File: config.mk
export PLATFORM = sky130hd
export DESIGN_NAME = lsu_dram_master
export DESIGN_NICKNAME = d
export VERILOG_FILES = /design/src/rtl/lsu_dram_master.sv
export SDC_FILE = /design/constraint.sdc
export NUM_CORES = 1
export LEC_CHECK = 0
export ABC_AREA = 1
export CAP_MARGIN = 20
export CORE_MARGIN = 1.5
export CORE_UTILIZATION = 42
export DETAILED_ROUTE_END_ITERATION = 16
export GPL_TIMING_DRIVEN = 0
export PLACE_DENSITY = 0.7
export RECOVER_POWER = 50
export SYNTH_ARGS = -nofsm -noshare
export SYNTH_HDL_FRONTEND = slang
export SYNTH_SLANG_ARGS = --single-unit
export TNS_END_PERCENT = 50
File: constraint.sdc
create_clock -name sclk -period 9.2 [get_ports sclk]
set_input_delay 0.92 -clock sclk [delete_from_list [all_inputs] [get_ports sclk]]
set_output_delay 0.92 -clock sclk [all_outputs]
set_load 0.005 [all_outputs]
File: src/rtl/lsu_dram_master.sv
// lsu_dram_master: load/store initiator that splits misaligned accesses for a one-cycle-latency RAM port
module lsu_dram_master #(
  parameter bit ALLOW_MISALIGN = 1'b1,
  parameter int ADDR_BITS = 15
) (
  input  logic        sclk,
  input  logic        rst,
  input  logic        req_valid,
  output logic        req_ready,
  input  logic        req_wr,
  input  logic [2:0]  req_op,
  input  logic [31:0] req_addr,
  input  logic [31:0] req_wdata,
  output logic        rsp_valid,
  output logic        rsp_err,
  output logic [31:0] rsp_rdata,
  output logic        mem_wr,
  output logic        mem_rd,
  output logic [2:0]  mem_op,
  output logic [31:0] addr,
  output logic [31:0] wdata,
  input  logic [31:0] rdata
);
  typedef enum logic [2:0] {IDLE, ST, RD_A, RD_B, WAIT, RESP} state_t;
  state_t state, state_n;
  logic [1:0] k, k_n, last, c_last, c_fmt;
  logic legal, mis, two, err, c_mis, c_two;
  logic [31:0] c_addr, c_wdata, lo_word, sh, merged;
  logic wr_n, rd_n, rv_n, re_n;
  logic [2:0] op_n;
  logic [31:0] addr_n, wdata_n, rdata_n;

  function automatic logic [31:0] wrap(input logic [31:0] a, input logic [31:0] inc);
    return {a[31:ADDR_BITS], a[ADDR_BITS-1:0] + inc[ADDR_BITS-1:0]};
  endfunction

  assign last  = req_op[1] ? 2'd3 : {1'b0, req_op[0]};
  assign legal = req_wr ? (req_op inside {3'b000, 3'b001, 3'b010})
                        : (req_op inside {3'b000, 3'b001, 3'b010, 3'b100, 3'b101});
  assign mis   = (req_op[1:0] == 2'b01 && req_addr[0]) || (req_op[1:0] == 2'b10 && req_addr[1:0] != 2'b00);
  assign two   = ({1'b0, req_addr[1:0]} + {1'b0, last}) > 3'd3;
  assign err   = !legal || (mis && !ALLOW_MISALIGN);
  // little-endian merge of up to two fetched words, then extension by access size
  assign sh     = 32'({rdata, c_two ? lo_word : rdata} >> {c_addr[1:0], 3'b000});
  assign merged = c_fmt[0] ? sh : c_fmt[1] ? {16'b0, sh[15:0]} : {{16{sh[15]}}, sh[15:0]};

  always_comb begin
    state_n = state;
    k_n = k;
    wr_n = 1'b0;
    rd_n = 1'b0;
    op_n = 3'b000;
    addr_n = '0;
    wdata_n = '0;
    rv_n = 1'b0;
    re_n = 1'b0;
    rdata_n = '0;
    case (state)
      IDLE, RESP: begin
        state_n = IDLE;
        if (req_valid) begin
          k_n = 2'd0;
          if (err) begin
            state_n = RESP;
            rv_n = 1'b1;
            re_n = 1'b1;
          end else if (req_wr) begin
            state_n = ST;
            wr_n = 1'b1;
            op_n = mis ? 3'b000 : req_op;
            addr_n = req_addr;
            wdata_n = mis ? {24'b0, req_wdata[7:0]} : req_wdata;
          end else begin
            state_n = RD_A;
            rd_n = 1'b1;
            op_n = mis ? 3'b010 : req_op;
            addr_n = mis ? {req_addr[31:2], 2'b00} : req_addr;
          end
        end
      end
      ST: begin
        if (k == c_last) begin
          state_n = RESP;
          rv_n = 1'b1;
        end else begin
          k_n = k + 2'd1;
          wr_n = 1'b1;
          addr_n = wrap(c_addr, {30'b0, k_n});
          wdata_n = {24'b0, c_wdata[{k_n, 3'b000} +: 8]};
        end
      end
      RD_A: begin
        state_n = c_two ? RD_B : WAIT;
        rd_n = c_two;
        op_n = c_two ? 3'b010 : 3'b000;
        addr_n = c_two ? wrap({c_addr[31:2], 2'b00}, 32'd4) : '0;
      end
      RD_B: state_n = WAIT;
      WAIT: begin
        state_n = RESP;
        rv_n = 1'b1;
        rdata_n = c_mis ? merged : rdata;
      end
      default: state_n = IDLE;
    endcase
  end

  always_ff @(posedge sclk or posedge rst) begin
    if (rst) begin
      state <= IDLE;
      k <= 2'd0;
      req_ready <= 1'b1;
      rsp_valid <= 1'b0;
      rsp_err <= 1'b0;
      rsp_rdata <= '0;
      mem_wr <= 1'b0;
      mem_rd <= 1'b0;
      mem_op <= 3'b000;
      addr <= '0;
      wdata <= '0;
    end else begin
      state <= state_n;
      k <= k_n;
      req_ready <= state_n == IDLE || state_n == RESP;
      rsp_valid <= rv_n;
      rsp_err <= re_n;
      rsp_rdata <= rdata_n;
      mem_wr <= wr_n;
      mem_rd <= rd_n;
      mem_op <= op_n;
      addr <= addr_n;
      wdata <= wdata_n;
    end
  end

  always_ff @(posedge sclk) begin
    if (req_valid && req_ready) begin
      c_addr <= req_addr;
      c_wdata <= req_wdata;
      c_fmt <= {req_op[2], req_op[1]};
      c_mis <= mis;
      c_two <= mis && two;
      c_last <= mis ? last : 2'd0;
    end
    if (state == RD_B) lo_word <= rdata;
  end
endmodule
==> reports/results.tsv <==
stage	metric	value	unit
outcome	status	complete, but fails checks	
outcome	failing checks	capacitance limit, slew limit	
timing	Max Slew Vio Count	42	
synthesis	xor/xnor share of the synthesized area	0.362	%
synthesis	cell taking the most area after synthesis	edfxtp_1	
place	Placed Cells	1460	
synthesis	largest family of logic cells by synthesized area	simple AND/OR/NAND/NOR gates	
route	Vias	7843	
timing	RSZ-0062 raised after global routing	false	
setup_path	worst path cell trace	inv_1, nand2_1, nor2_1, clkbuf_1	
pwr	Pwr Total	3.21	mW
setup_path	slowest stage delay, CP	1.05	ns
pwr	Psw	1.05	mW
setup_path	Worst EP required	9.30	ns
clock_network	TritonCTS clock tree	done	
floorplan	I/O pin total	207	
finish	end-of-flow core utilization	57.1	%
global_route	largest net degree at the start of global routing	71	
synthesis	Adder-Cell Fraction of Synth Area	0.750	%
clock_network	clk sinks	211	
setup_path	Buf/Inv on CP	2	
finish	layout cells sized above 1	5.90	%
place	final RePlAce weighted congestion	0.952	
route	routed len/inst	18.4	um
finish	Reg area	0.00579	mm2
setup_path	Slowest cell on crit path	clkbuf_1	
global_route	Total GRT Usage	24.2	%
timing	Slew headroom	-29.7	%
synthesis	Netlist cell types	38	
floorplan	die width	152	um
clock_network	Inserted Clock Buffers	23	
route	# DRC	0	
synthesis	complex-gate fraction of the synthesized area	12.7	%
synthesis	FFs w/ async S/R, synth	51.7	%
clock_network	clock latency at the later pin of the worst-skew pair	0.51	ns
route	Initial DRT Pass Iterations	5	
synthesis	share of synthesized area spent on multiplexers	0.214	%
synthesis	Synth top area share	32.8	%
synthesis	Post-Syn Nets	1080	
setup_path	critical path class	flop to flop	
run	Max-Cap Viols	1	
synthesis	Syn Inst Count	972	
clock_network	postcts setup bufs	0	
floorplan	die height	152	um
min_path	Hold WC Path Type	flop to flop	
timing	clock period minus worst slack	2.99	ns
route	Via density	5.21	
clock_network	CTS Buffer Depth	3	
setup_path	critical path launch point type	flop	
timing	clk_skew	0.0210	ns
setup_path	Arr. time, crit path	3.10	ns
synthesis	Synth Flop Type	dfrtp_1	
synthesis	ranking of synthesized cells by area	edfxtp_1 33%, dfrtp_1 29%, nand2_1 11%	
pwr	Clock Power Share	26.3	%
synthesis	EDFF count, synth	102	
pwr	Reg power frac	40.1	%
place	port buffer count	206	
timing	Achievable Freq	334	MHz
timing	final setup TNS	0	ns
pwr	Static Leak	5.50	nW
clock_network	Clock transition at path regs	0.06	ns
place	DP Wirelength	20.0	mm
pwr	Int Pwr	2.16	mW
pwr	Max VDD drop	165	uV
route	Post-Route WL	27.7	mm
timing	Final Hold Fails	0	
clock_network	H-tree depth	1	
synthesis	synth warn	0	
timing	Final Cycle Share	32.5	%
synthesis	post-synthesis area per instance	9.61	um2
finish	Area growth syn-to-layout	33.5	%
synthesis	Mapped Area	0.00934	mm2
pwr	Net Sw Frac	32.8	%
clock_network	clock root cell	clkbuf_16	
floorplan	die footprint	0.0231	mm2
route	DRT antenna net count	0	
floorplan	Initial Utilization	42.8	%
clock_network	cts repair resizes	0	
pwr	part of the power in combinational logic	33.6	%
floorplan	FP Rows	54	
finish	Nets	1313	
setup_path	CP max FO	20	
timing	Worst Max-Slew Pin Slew	1.94	ns
route	initial drt markers	618	
setup_path	largest delay contributor family on the critical path	buffers and inverters	
global_route	initial antenna violation count	5	
setup_path	crit end category	flop	
finish	Final Non-Filler Cells	1504	
clock_network	Hold Buf Count CTS	0	
finish	fill count	1920	
floorplan	Core Footprint	0.0218	mm2
global_route	vias in the first global route	8034	
timing	# setup viols final	0	
synthesis	post-synthesis simple-gate area fraction	18.1	%
pwr	P per Cell Area	258	mW/mm2
synthesis	#FFs+latches synth	211	
synthesis	sequential area share after synthesis	62.0	%
global_route	GRT overflow	0	
global_route	first-pass GRT wire length	44.2	mm
finish	area of the multi-input gates	0.00299	mm2
[power groups by stage]
stage          logic, mW  clock network, mW  registers [mW]
2_1_floorplan      0.536                  0            1.31
3_5_place_dp        1.10                  0            1.30
4_1_cts             1.11              0.861            1.29
6_report            1.08              0.846            1.29
5_1_grt             1.19              0.896            1.31
3_3_place_gp        1.08                  0            1.31
[cell usage after synthesis, types with 4 or more instances]
library cell / n
ha_1: 4
inv_2: 5
edfxtp_1: 102
buf_1: 4
inv_1: 75
a22o_1: 17
dfrtp_1: 108
buf_2: 18
nor2_1: 54
o211ai_1: 23
o21ai_0: 96
a21oi_1: 60
nand3_1: 74
clkbuf_1: 23
nor3_1: 5
nand2_1: 267
o21ai_1: 4
[logic make-up (layout without fill, tap and decap cells)]
family,Yosys count,in the layout
muxes,2,2
buffers and inverters,132,381
other,0,3
AOI/OAI and AO/OA,208,208
DFF,211,211
xor gates and xnor gates,3,3
and+or+nand+nor,411,411
adders and majority gates,5,5
[metrics by stage]
stage	setup slack (ns)	hold slack, ns	area (um2)
global placement	3.60	0.461	11800
global route	6.00	0.471	12500
CTS	6.37	0.466	12500
detailed placement	6.39	0.464	11800
finish	6.21	0.470	12500
floorplan	5.41	0.456	9340
[sequential cells by signal, indices dropped and copies added, names as in the netlist, 3 cells and up]
name and cells:
addr 32, c_wdata 32, rsp_rdata 32, c_addr 32, state 3, mem_op 3, wdata 32, lo_word 32
[path summary, 6_finish.rpt]
check | start | to | slack [ns] | cells after the start
min in group asynchronous | rst | rsp_rdata[5]$_DFF_PP0_ | 1.37 | 2
worst min-delay path | c_addr[22]$_DFFE_PP_ | addr[22]$_DFF_PP0_ | 0.47 | 1
worst min register to register | c_addr[22]$_DFFE_PP_ | addr[22]$_DFF_PP0_ | 0.47 | 1
worst max-delay path | state[2]$_DFF_PP0_ | lo_word[2]$_DFFE_PN_ | 6.21 | 4
max in group asynchronous | rst | req_ready$_DFF_PP1_ | 6.79 | 3
worst max register to register | state[2]$_DFF_PP0_ | lo_word[2]$_DFFE_PN_ | 6.21 | 4
[cells in the final DEF (no fill, tap or decap), types with 2 or more instances in the layout]
master,count
o22ai_1,2
inv_1,74
dlygate4sd3_1,100
dfrtp_1,108
diode_2,3
nand2_1,268
mux2i_1,2
clkbuf_8,3
clkinv_2,7
o21ai_0,96
clkbuf_1,35
o31ai_1,2
nand4_1,2
buf_1,3
buf_6,2
clkdlybuf4s50_1,106
a22o_1,17
edfxtp_1,102
nor3_2,2
buf_2,17
inv_2,4
o211ai_1,23
nor2_1,54
nand2_2,2
buf_4,3
nand3_1,74
ha_1,4
clkbuf_16,23
a21oi_1,60
o21ai_1,4
xnor2_1,2
nor3_1,5
[routing by layer]
layer  share of wire (%)  track usage [%]  vias up  routed length [um]
met4                 2.9             8.14        2                 806
met3                 9.3             6.79       59                2580
li1                    -                -     3760                   -
met1                  41             31.4     3680               11300
met5               0.047                0        -                  13
met2                  47             39.3      342               13000
[worst reg2reg max path, cell delays in order (launching register included)]
cell and delay, ns:
dfrtp_1 0.43, inv_1 0.11, nand2_1 0.12, nor2_1 0.89
clkbuf_1 1.05
[area by class of cell]
| cell class | instances | share of cell area [%] |
|---|---|---|
| Sequential cell | 211 | 46.5 |
| Multi-Input combinational cell | 629 | 24.0 |
| Timing Repair Buffer | 208 | 16.8 |
| Inverter | 81 | 2.47 |
| Tap cell | 280 | 2.81 |
| Buffer | 51 | 1.92 |
| Clock buffer | 34 | 5.19 |
| Clock inverter | 7 | 0.281 |
| Antenna cell | 3 | 0.0602 |
Note: power is estimated with default switching activity, not from simulation.
